File: src/rtl/dbus_ctrl_if.sv
// Shared access-type package and the SRAM-like data-bus interface.
// The controller uses the master modport; a bus slave or testbench uses the slave modport.
package common;
    typedef logic [31:0] word_t;

    typedef enum logic [2:0] {
        MEM_LW,
        MEM_LH,
        MEM_LHU,
        MEM_LB,
        MEM_LBU,
        MEM_SW,
        MEM_SH,
        MEM_SB
    } mem_t;
endpackage

interface dbus_if;
    logic        d_req;
    logic        d_wr;
    logic [1:0]  d_size;
    logic [31:0] d_addr;
    logic [3:0]  d_wstrb;
    logic [31:0] d_wdata;
    logic        d_addr_ok;
    logic        d_data_ok;
    logic [31:0] d_rdata;

    modport master (
        output d_req,
        output d_wr,
        output d_size,
        output d_addr,
        output d_wstrb,
        output d_wdata,
        input  d_addr_ok,
        input  d_data_ok,
        input  d_rdata
    );

    modport slave (
        input  d_req,
        input  d_wr,
        input  d_size,
        input  d_addr,
        input  d_wstrb,
        input  d_wdata,
        output d_addr_ok,
        output d_data_ok,
        output d_rdata
    );
endinterface

File: src/rtl/dbus_ctrl.sv
// Data-bus access sequencer: aligns stores, traps misaligned addresses, runs the
// addr_ok/data_ok handshake and stalls the memory stage until the access completes.
module dbus_ctrl
    import common::*;
(
    input  logic  clk,
    input  logic  resetn,

    input  logic  m_valid_i,
    input  mem_t  m_mem_type_i,
    input  word_t m_addr_i,
    input  word_t m_wdata_i,
    input  logic  m_flush_i,

    output logic  stall_o,
    output logic  m_done_o,
    output word_t m_rdata_o,
    output logic  adel_o,
    output logic  ades_o,

    dbus_if.master dbus
);

    typedef enum logic [1:0] {
        StIdle,
        StReq,
        StWait,
        StDone
    } state_e;

    state_e state_q, state_d;
    logic   discard_q, discard_d;
    word_t  rdata_q, rdata_d;

    logic        wr_q, wr_d;
    logic [1:0]  size_q, size_d;
    word_t       addr_q, addr_d;
    logic [3:0]  wstrb_q, wstrb_d;
    word_t       wdata_q, wdata_d;

    // Decoded view of the incoming instruction
    logic        is_store;
    logic [1:0]  req_size;
    logic        misaligned;
    logic [3:0]  req_wstrb;
    word_t       req_wdata;
    logic        start;

    always_comb begin
        is_store  = 1'b0;
        req_size  = 2'd0;
        req_wstrb = 4'b0000;
        req_wdata = '0;
        unique case (m_mem_type_i)
            MEM_LW: req_size = 2'd2;
            MEM_LH, MEM_LHU: req_size = 2'd1;
            MEM_LB, MEM_LBU: req_size = 2'd0;
            MEM_SW: begin
                is_store  = 1'b1;
                req_size  = 2'd2;
                req_wstrb = 4'b1111;
                req_wdata = m_wdata_i;
            end
            MEM_SH: begin
                is_store = 1'b1;
                req_size = 2'd1;
                if (m_addr_i[1]) begin
                    req_wstrb = 4'b1100;
                    req_wdata = {m_wdata_i[15:0], 16'h0000};
                end else begin
                    req_wstrb = 4'b0011;
                    req_wdata = m_wdata_i;
                end
            end
            MEM_SB: begin
                is_store  = 1'b1;
                req_size  = 2'd0;
                req_wstrb = 4'b0001 << m_addr_i[1:0];
                req_wdata = m_wdata_i << {m_addr_i[1:0], 3'b000};
            end
            default: begin
                is_store = 1'b0;
                req_size = 2'd0;
            end
        endcase
    end

    always_comb begin
        misaligned = 1'b0;
        if (req_size == 2'd2) begin
            misaligned = (m_addr_i[1:0] != 2'b00);
        end else if (req_size == 2'd1) begin
            misaligned = m_addr_i[0];
        end
    end

    assign adel_o = (state_q == StIdle) && m_valid_i && misaligned && !is_store;
    assign ades_o = (state_q == StIdle) && m_valid_i && misaligned && is_store;
    assign start  = (state_q == StIdle) && m_valid_i && !misaligned && !m_flush_i;

    // Bus fields are captured only when a request starts and held until the next one.
    always_comb begin
        wr_d    = wr_q;
        size_d  = size_q;
        addr_d  = addr_q;
        wstrb_d = wstrb_q;
        wdata_d = wdata_q;
        if (start) begin
            wr_d    = is_store;
            size_d  = req_size;
            addr_d  = m_addr_i;
            wstrb_d = req_wstrb;
            wdata_d = req_wdata;
        end
    end

    always_comb begin
        state_d   = state_q;
        discard_d = discard_q;
        rdata_d   = rdata_q;
        stall_o   = 1'b0;
        unique case (state_q)
            StIdle: begin
                discard_d = 1'b0;
                if (start) begin
                    state_d = StReq;
                    stall_o = 1'b1;
                end
            end
            StReq: begin
                stall_o = 1'b1;
                if (dbus.d_addr_ok) begin
                    if (dbus.d_data_ok) begin
                        if (m_flush_i) begin
                            // Data already returned but the instruction is gone: drop it.
                            state_d   = StIdle;
                            discard_d = 1'b0;
                        end else begin
                            state_d = StDone;
                            rdata_d = wr_q ? '0 : dbus.d_rdata;
                        end
                    end else begin
                        state_d   = StWait;
                        discard_d = m_flush_i;
                    end
                end else if (m_flush_i) begin
                    state_d = StIdle;
                end
            end
            StWait: begin
                stall_o = 1'b1;
                if (dbus.d_data_ok) begin
                    if (discard_q || m_flush_i) begin
                        state_d   = StIdle;
                        discard_d = 1'b0;
                    end else begin
                        state_d = StDone;
                        rdata_d = wr_q ? '0 : dbus.d_rdata;
                    end
                end else begin
                    discard_d = discard_q | m_flush_i;
                end
            end
            StDone: begin
                state_d = StIdle;
            end
            default: begin
                state_d = StIdle;
            end
        endcase
    end

    always_ff @(posedge clk or negedge resetn) begin
        if (!resetn) begin
            state_q   <= StIdle;
            discard_q <= 1'b0;
            rdata_q   <= '0;
            wr_q      <= 1'b0;
            size_q    <= 2'd0;
            addr_q    <= '0;
            wstrb_q   <= 4'b0000;
            wdata_q   <= '0;
        end else begin
            state_q   <= state_d;
            discard_q <= discard_d;
            rdata_q   <= rdata_d;
            wr_q      <= wr_d;
            size_q    <= size_d;
            addr_q    <= addr_d;
            wstrb_q   <= wstrb_d;
            wdata_q   <= wdata_d;
        end
    end

    assign m_done_o     = (state_q == StDone);
    assign m_rdata_o    = rdata_q;
    assign dbus.d_req   = (state_q == StReq);
    assign dbus.d_wr    = wr_q;
    assign dbus.d_size  = size_q;
    assign dbus.d_addr  = addr_q;
    assign dbus.d_wstrb = wstrb_q;
    assign dbus.d_wdata = wdata_q;

    a_bus_stable: assert property (@(posedge clk) disable iff (!resetn)
        dbus.d_req && $past(dbus.d_req) |->
            $stable(dbus.d_addr) && $stable(dbus.d_wdata) && $stable(dbus.d_wstrb)
            && $stable(dbus.d_size) && $stable(dbus.d_wr));

    a_done_no_stall: assert property (@(posedge clk) disable iff (!resetn)
        m_done_o |-> !stall_o);

    a_read_no_strobe: assert property (@(posedge clk) disable iff (!resetn)
        dbus.d_req && !dbus.d_wr |-> dbus.d_wstrb == 4'b0000);

endmodule

File: src/flat_wrapper.sv
// flat-port wrapper written by rule: the top's interface ports become plain ports
module dbus_ctrl_flat import common::*;
  (clk, resetn, m_valid_i, m_mem_type_i, m_addr_i, m_wdata_i, m_flush_i, stall_o, m_done_o, m_rdata_o, adel_o, ades_o, dbus_d_req, dbus_d_wr, dbus_d_size, dbus_d_addr, dbus_d_wstrb, dbus_d_wdata, dbus_d_addr_ok, dbus_d_data_ok, dbus_d_rdata);
  dbus_if dbus_i ();
  input  logic clk;
  input  logic resetn;
  input  logic m_valid_i;
  input  mem_t m_mem_type_i;
  input  word_t m_addr_i;
  input  word_t m_wdata_i;
  input  logic m_flush_i;
  output logic stall_o;
  output logic m_done_o;
  output word_t m_rdata_o;
  output logic adel_o;
  output logic ades_o;
  output wire logic [$bits(dbus_i.d_req)-1:0] dbus_d_req;
  output wire logic [$bits(dbus_i.d_wr)-1:0] dbus_d_wr;
  output wire logic [$bits(dbus_i.d_size)-1:0] dbus_d_size;
  output wire logic [$bits(dbus_i.d_addr)-1:0] dbus_d_addr;
  output wire logic [$bits(dbus_i.d_wstrb)-1:0] dbus_d_wstrb;
  output wire logic [$bits(dbus_i.d_wdata)-1:0] dbus_d_wdata;
  input wire logic [$bits(dbus_i.d_addr_ok)-1:0] dbus_d_addr_ok;
  input wire logic [$bits(dbus_i.d_data_ok)-1:0] dbus_d_data_ok;
  input wire logic [$bits(dbus_i.d_rdata)-1:0] dbus_d_rdata;
  assign dbus_d_req = dbus_i.d_req;
  assign dbus_d_wr = dbus_i.d_wr;
  assign dbus_d_size = dbus_i.d_size;
  assign dbus_d_addr = dbus_i.d_addr;
  assign dbus_d_wstrb = dbus_i.d_wstrb;
  assign dbus_d_wdata = dbus_i.d_wdata;
  assign dbus_i.d_addr_ok = dbus_d_addr_ok;
  assign dbus_i.d_data_ok = dbus_d_data_ok;
  assign dbus_i.d_rdata = dbus_d_rdata;
  dbus_ctrl u_core (.clk(clk), .resetn(resetn), .m_valid_i(m_valid_i), .m_mem_type_i(m_mem_type_i), .m_addr_i(m_addr_i), .m_wdata_i(m_wdata_i), .m_flush_i(m_flush_i), .stall_o(stall_o), .m_done_o(m_done_o), .m_rdata_o(m_rdata_o), .adel_o(adel_o), .ades_o(ades_o), .dbus(dbus_i));
endmodule
File: config.mk
export PLATFORM = sky130hd
export DESIGN_NAME = dbus_ctrl_flat
export DESIGN_NICKNAME = d
export VERILOG_FILES = /design/src/rtl/dbus_ctrl_if.sv /design/src/rtl/dbus_ctrl.sv /design/src/flat_wrapper.sv
export SDC_FILE = /design/constraint.sdc
export NUM_CORES = 1
export LEC_CHECK = 0
export ABC_AREA = 0
export CAP_MARGIN = 20
export CORE_ASPECT_RATIO = 0.75
export CORE_MARGIN = 2
export CORE_UTILIZATION = 35
export DETAILED_ROUTE_END_ITERATION = 8
export PLACE_DENSITY_LB_ADDON = 0.25
export RECOVER_POWER = 100
export SLEW_MARGIN = 20
export SYNTH_ARGS = -nofsm -noshare
export SYNTH_HDL_FRONTEND = slang
export SYNTH_SLANG_ARGS = --single-unit
File: constraint.sdc
create_clock -name clk -period 1.8 [get_ports clk]
set_input_delay 0.45 -clock clk [delete_from_list [all_inputs] [get_ports clk]]
set_output_delay 0.45 -clock clk [all_outputs]
set_load 0.01 [all_outputs]
==> summary.md, run 1 <==
| Metric | Value |
|---|---|
| Critical Path RT | `about 2.0 ns` |
| Mapped cell area | `between 0.005 and 0.006 mm2` |
| First-pass GRT wire length | `about 25,000 um` |
| Clk root buf | `clkbuf_16` |
| Startpoint Class | `primary input` |
| Top Ports | `around 210` |
| Synth cell types | `40` |
| CTS buffer count | `9` |
| Initial core utilization | `0.358` |
| Status | `complete, but fails checks` |
| Synth Warn # | `0` |
| Die Y | `~110 um` |
| Core area | `approximately 0.014 mm2` |
| PD cells | `~1500 mW/mm2` |
| Clock transition at path regs | `~0.07 ns` |
| Setup-failing EPs final | `56` |
| Crit path arrival time | `between 2 and 2.5 ns` |
| Slew Limit Fails | `0` |
| Nets | `approximately 860` |
| Final Cycle Share | `1.08` |
| CP Class | `primary input to register` |
| Max FO, Critical Path | `8` |
| Fmax | `about 510 MHz` |
| Post-synth top area share | `0.515` |
| Routed wire length | `about 17,000 um` |
| Antenna-violating nets left | `0` |
| Critical path origin | `m_mem_type_i[2]` |
| Die Area | `roughly 0.016 mm2` |
| Cells after Synth | `505` |
| FF-to-FF path depth | `10` |
| CTS Sinks | `106` |
| Worst min path class | `primary input to register` |
| Endpoint class of the critical path | `register` |
| Vias per cell | `around 5.0` |
| Worst-Margin Slew | `~0.56 ns` |
| 1st-pass router iterations | `5` |
| DP Wirelength | `around 11,000 um` |
| Initial antenna violation count | `1` |
| Port Buffers | `about 210` |
| Layout cells sized above 1 | `0.190` |
| Leading area contributor after synthesis | `dfrtp_1` |
| Most common library cells after synthesis | `nand2_1 (122), dfrtp_1 (106), nand3b_1 (42)` |
| Setup ws final | `-0.143 ns` |
| Sequential share of the synthesized area | `0.515` |
| Rel. slew slack | `0.624` |
| Final Hold Viols | `0` |
| Reg2reg setup slack | `-0.03 ns` |
| Clk_lat worst skew | `0.35 ns` |
| Worst Hold Launch | `m_mem_type_i[1]` |
| Hold Path Sink | `u_core.dbus.d_size[1]$_DFFE_PN0P_` |
| Number of flops mapped to enable cells by yosys | `0` |
| Worst slack, placed | `-0.847 ns` |
| Top post-synthesis cells by area | `dfrtp_1 (51%), mux2_4 (9.6%), nand2_1 (8.9%)` |
| Avg WL per Cell | `roughly 17 um` |
| WHS | `between 0.3 and 0.4 ns` |
| All-Layer GR Usage | `0.201` |
| # rows | `38` |
| Tmin final | `1.94 ns` |
| Synthesized Nets | `616` |
| Peak VDD IR | `0.000769 V` |
| Vias in the first global route | `~4,700` |
| Skew final | `0.00427 ns` |
| H-tree levels | `3` |
| DR iter-0 viols | `550` |
| RSZ-0062 raised after global routing | `yes` |
| DP Area | `0.00773 mm2` |
| Final Cell Area | `approximately 0.0084 mm2` |
| Ys flop type | `dfrtp_1` |
| WHS Path Cells | `2` |
| Most numerous cell in the Yosys netlist | `nand2_1` |
| #FFs+latches synth | `between 100 and 150` |
| Mean Syn Cell Area | `10.2 um2` |
| R2r endpoint | `u_core.dbus.d_addr[12]$_DFFE_PN0P_` |
| Worst r2r src | `u_core.state_q[0]$_DFFE_PN0P_` |
| Max-Cap Viols | `0` |
| DIE WIDTH | `between 100 and 150 um` |
| Via count | `4,785` |
| Filler cell count | `1,207` |
| Finished Core Util | `0.584` |
| Failing checks | `setup timing` |
| Area Overhead vs Synth | `63.3%` |
| Placer Congestion | `0.861` |
| Asr flop ratio synth | `1.00` |
| Drt drc | `0` |
| Max Root-Sink Buffers | `2` |
| Grt total ovfl | `0` |
| Sum of negative setup slack | `-3.56 ns` |
| Leakage Power | `about 3.8 nW` |
| Largest net degree at the start of global routing | `between 40 and 50` |
| CTS tree | `built` |
-- kinds of logic after synthesis --
group | synth area share
and+or+nand+nor | 0.199
DFF | 0.515
AOI/OAI and AO/OA | 0.119
buffers and inverters | 0.0515
muxes | 0.100
adders and majority gates | 0.0146
xor gates and xnor gates | 0.00170
-- per-layer routing --
metal	GRT usage	share of wire	vias to the layer above
met5	0	0	-
met3	0.0698	0.095	19
li1	-	-	2231
met1	0.268	0.45	2299
met2	0.311	0.44	236
met4	0.0569	0.012	0
-- through the flow --
step / cells / power (mW)
floorplan: 505 / 6.70
global placement: 923 / 9.97
detailed placement: 923 / 10.1
CTS: 942 / 12.5
global route: 954 / 13.4
finish: 955 / 12.6
-- state kept, by name, summed over array words and instances (netlist names) --
name and flops:
u_core.state_q 2, u_core.dbus.d_wr 1, u_core.m_rdata_o 32, u_core.dbus.d_wdata 32, u_core.dbus.d_size 2, u_core.dbus.d_wstrb 4, u_core.discard_q 1, u_core.dbus.d_addr 32
-- layout by cell type, fill, tap and decap left out, types with 10 or more instances in the layout --
cell             instances
a21oi_1                 15
a22oi_1                 15
a31oi_1                 10
buf_4                   37
clkbuf_16               13
clkdlybuf4s50_1        198
dfrtp_1                106
mux2_4                  33
nand2_1                119
nand3_1                 24
nand3b_1                42
o21ai_0                 33
o21ai_1                 13
-- where the power goes --
group	internal (mW)	switching, mW	leakage [nW]
Sequential	3.53	0.684	1.35
Combinational	3.75	2.58	2.26
Clock	1.20	0.873	0.147
Total	8.48	4.14	3.76
-- cell type report --
class                   instances  area, um2  share of cell area
well taps                     200        250              0.0297
multi-input cells             355       2390               0.284
clock buffers                   9        225              0.0267
inverters                       5       18.8             0.00223
flip-flops and latches        106       2650               0.315
diodes                          1       2.50            0.000297
clock inverters                 5       81.3             0.00966
repair buffers                274       2800               0.333
-- critical path: stages --
cell	delay (ns)
dlygate4sd2_1	0.25
clkbuf_2	0.12
a22o_4	0.22
o21ai_2	0.21
clkbuf_1	0.20
buf_12	0.15
buf_12	0.10
buf_6	0.17
mux2_4	0.31
-- worst max path at each step --
stage | slack [ns] | endpoint
floorplan | -0.07 | stall_o
global placement | -0.80 | stall_o
detailed placement | -0.85 | stall_o
CTS | -0.12 | stall_o
global route | -0.18 | ades_o
finish | -0.14 | u_core.dbus.d_addr[12]$_DFFE_PN0P_
-- repair_timing --
action | in CTS | in global routing
hold buffers | 1 | 0
endpoints found under the setup margin | 78 | 97
buffers inserted | 2 | 8
gates resized for setup | 47 | 36
pin swaps | 6 | 8
gates cloned | 3 | 6
hold endpoints to repair | 21 | 0
(Power assumes the default switching activity.)
==> run 2, diff against run 1 <==
--- a/config.mk
+++ b/config.mk
@@ -11,6 +11,7 @@
 export CORE_MARGIN = 2
 export CORE_UTILIZATION = 35
 export DETAILED_ROUTE_END_ITERATION = 8
+export GPL_TIMING_DRIVEN = 0
 export PLACE_DENSITY_LB_ADDON = 0.25
 export RECOVER_POWER = 100
 export SLEW_MARGIN = 20
==> run 2 against run 1 <==
  * The run still ends with setup timing left
  * First-iteration DRC count shrank 38%
  * Largest cell class is now registers
  * Critical endpoint is now stall_o
  * Core utilization shrank 2.2 points
  * Largest power group unchanged
  * Clock skew grew 0.0032 ns
  * Count of clock-buffer cells in the layout up 2
  * Worst hold slack worse by 0.077 ns
==> summary.md, run 2 (synthesis gave the netlist of run 1 again) <==
| Metric | Value |
|---|---|
| Setup ws final | `-0.316 ns (-0.172 ns)` |
| Vias per cell | `4.99 (-0.44%)` |
| R2r endpoint | `u_core.dbus.d_addr[25]$_DFFE_PN0P_` |
| CP peak stage delay | `0.53 ns (+0.22 ns)` |
| Most frequent cells in the layout | `clkdlybuf4s50_1 (198), nand2_1 (119), dfrtp_1 (106), nand3b_1 (42), o21ai_0 (38)` |
| DR iter-0 viols | `341 (-38%)` |
| Tmin final | `2.12 ns (+0.172 ns)` |
| Largest net degree at the start of global routing | `63 (+34%)` |
| Design Power | `12.2 mW (-3.1%)` |
| Final Hold Viols | `0 (unchanged)` |
| Top Layer Used | `met4` |
| Routed wire length | `15,900 um (-3.8%)` |
| CTS tree | `built` |
| PD cells | `1510 mW/mm2 (+0.72%)` |
| CTS buffer count | `9 (unchanged)` |
| Met3 WL | `1500 um (-4.8%)` |
| Worst r2r src | `u_core.state_q[1]$_DFFE_PN0P_` |
| Placer Congestion | `0.870 (+1.1%)` |
| Antenna-violating nets left | `0 (unchanged)` |
| Max Root-Sink Buffers | `2 (unchanged)` |
| Crit path arrival time | `1.67 ns (-0.51 ns)` |
| Leakage Power | `3.60 nW (-4.1%)` |
| CP Class | `primary input to output port` |
| Clk root buf | `clkbuf_16` |
| Setup-failing EPs final | `36 (-36%)` |
| Post-CTS Hold Buffers | `0 (-1)` |
| All-Layer GR Usage | `0.199 (-0.00153)` |
| Slew Limit Fails | `0 (unchanged)` |
| Clock transition at path regs | `0.07 ns (about the same)` |
| H-tree levels | `3 (unchanged)` |
| Met2 wire len | `7250 um (-0.12%)` |
| DP Wirelength | `11,700 um (+6.3%)` |
| Critical path origin | `m_valid_i` |
| Slowest cell on crit path | `clkdlybuf4s50_1` |
| Cell family with most CP delay | `buffers and inverters` |
| # rows | `38 (unchanged)` |
| Fmax | `473 MHz (-8.2%)` |
| RSZ-0062 raised after global routing | `yes` |
| Clk_lat worst skew | `0.36 ns (about the same)` |
| Critical path depth | `8 (-1)` |
| Status | `complete, but fails checks` |
| Nets | `853 (-1.0%)` |
| Endpoint class of the critical path | `output port` |
| Met1 WL | `7000 um (-6.9%)` |
| FF-to-FF path depth | `9 (-1)` |
| Non-Filler Instances | `946 (-0.94%)` |
| Top Ports | `213 (unchanged)` |
| Register area | `0.00265 mm2 (unchanged)` |
| CTS Sinks | `106 (unchanged)` |
| Core area | `0.0144 mm2 (unchanged)` |
| Reg2reg setup slack | `0.01 ns (+0.04 ns)` |
| N_diodes | `0 (-1)` |
| Port Buffers | `209 (-1.4%)` |
| Startpoint Class | `primary input` |
| Avg WL per Cell | `16.8 um (-2.9%)` |
| Vias in the first global route | `4,680 (-1.2%)` |
| Failing checks | `setup timing` |
| Finished Core Util | `0.562 (-0.0223)` |
| First-pass GRT wire length | `24,200 um (-1.0%)` |
| Worst path bufs/invs | `4 (-2)` |
| WHS | `0.307 ns (-0.0771 ns)` |
| Area Overhead vs Synth | `57.1%` |
| Max FO, Critical Path | `2 (-6)` |
| Initial antenna violation count | `0 (-1)` |
| Worst-Margin Slew | `1.16 ns (+0.597 ns)` |
| Commonest non-fill, non-tap cell in the layout | `clkdlybuf4s50_1` |
| Critical Path RT | `1.35 ns (-0.68 ns)` |
| 1st-pass router iterations | `6 (+1)` |
| Layout cells sized above 1 | `0.168 (-0.0221)` |
| Sum of negative setup slack | `-3.27 ns (+0.291 ns)` |
| CP cell instances | `clkdlybuf4s50_1 -> nand2_4 -> nor2_4 -> o21ai_2 -> buf_6 -> buf_12 -> a21oi_4 -> buf_6` |
| Drt drc | `0 (unchanged)` |
| Skew final | `0.00745 ns (+0.00318 ns)` |
| Filler cell count | `1,250 (+3.6%)` |
| Via count | `4,719 (-1.4%)` |
| Grt total ovfl | `0 (unchanged)` |
| Initial core utilization | `0.358 (unchanged)` |
| Most frequent cell on the critical path | `buf_6` |
| DIE WIDTH | `144 um (unchanged)` |
| Max-Cap Viols | `0 (unchanged)` |
| Final Cycle Share | `1.18 (+0.0958)` |
| Worst min path class | `primary input to async pin` |
| Crit path capture | `stall_o` |
| Multi-input logic area | `0.00234 mm2 (-2.0%)` |
| Die Area | `0.0157 mm2 (unchanged)` |
| Die Y | `109 um (unchanged)` |
| Peak VDD IR | `0.000737 V (-4.1%)` |
| Cells after DPL | `915 (-0.87%)` |
| Rel. slew slack | `0.226 (-0.398)` |
==> run 2: changes by cell type in the layout (fill, tap and decap cells not counted), sizes merged <==
cell / change
clkbuf: +11
clkinvlp: +1
clkinv: -1
dlygate4sd2: -2
buf: -15
diode: -1
clkdlybuf4s15: -1
bufinv: -1
dlygate4sd3: -1
dlymetal6s2s: +1
==> run 2: metal layers <==
layer | vias to the layer above | track usage
li1 | 2215 | -
met1 | 2273 | 0.257
met2 | 211 | 0.319
met3 | 20 | 0.0707
met4 | 0 | 0.0541
met5 | - | 0
==> run 2: stage by stage <==
| stage | instance area, um2 | setup slack [ns] |
|---|---|---|
| final | 8100 | -0.316 |
| after global routing | 8100 | -0.381 |
| after CTS | 7980 | -0.345 |
| after detailed placement | 7560 | -1.32 |
| after global placement | 7530 | -3.74 |
| after floorplan | 5180 | -0.0670 |
==> run 2: power breakdown <==
group          switching, mW  total (mW)  internal, mW
registers              0.667        4.20          3.53
logic                   2.48        6.09          3.60
clock network          0.871        1.95          1.07
total                   4.02        12.2          8.21
==> run 2: worst min-delay path by stage <==
stage / cells past startpoint / to
detailed placement: 1 / u_core.m_rdata_o[29]$_DFFE_PN0P_
global placement: 2 / u_core.m_rdata_o[25]$_DFFE_PN0P_
finish: 1 / u_core.m_rdata_o[29]$_DFFE_PN0P_
global route: 1 / u_core.m_rdata_o[25]$_DFFE_PN0P_
CTS: 1 / u_core.m_rdata_o[29]$_DFFE_PN0P_
floorplan: 0 / u_core.dbus.d_addr[0]$_DFFE_PN0P_
==> run 2: cell type report <==
type,count,share of cell area
sequential,106,0.328
tap,200,0.0309
timing repair buffer,228,0.273
multi-input combinational,355,0.289
clock inverter,4,0.00664
clock buffer,11,0.0287
buffer,37,0.0416
inverter,5,0.00232
==> run 2: repair_timing <==
| action | in CTS | in global routing |
|---|---|---|
| endpoints found under the setup margin | 99 | 85 |
| resized for setup | 56 | 30 |
| buffers inserted | 8 | 11 |
| pin swaps | 3 | 7 |
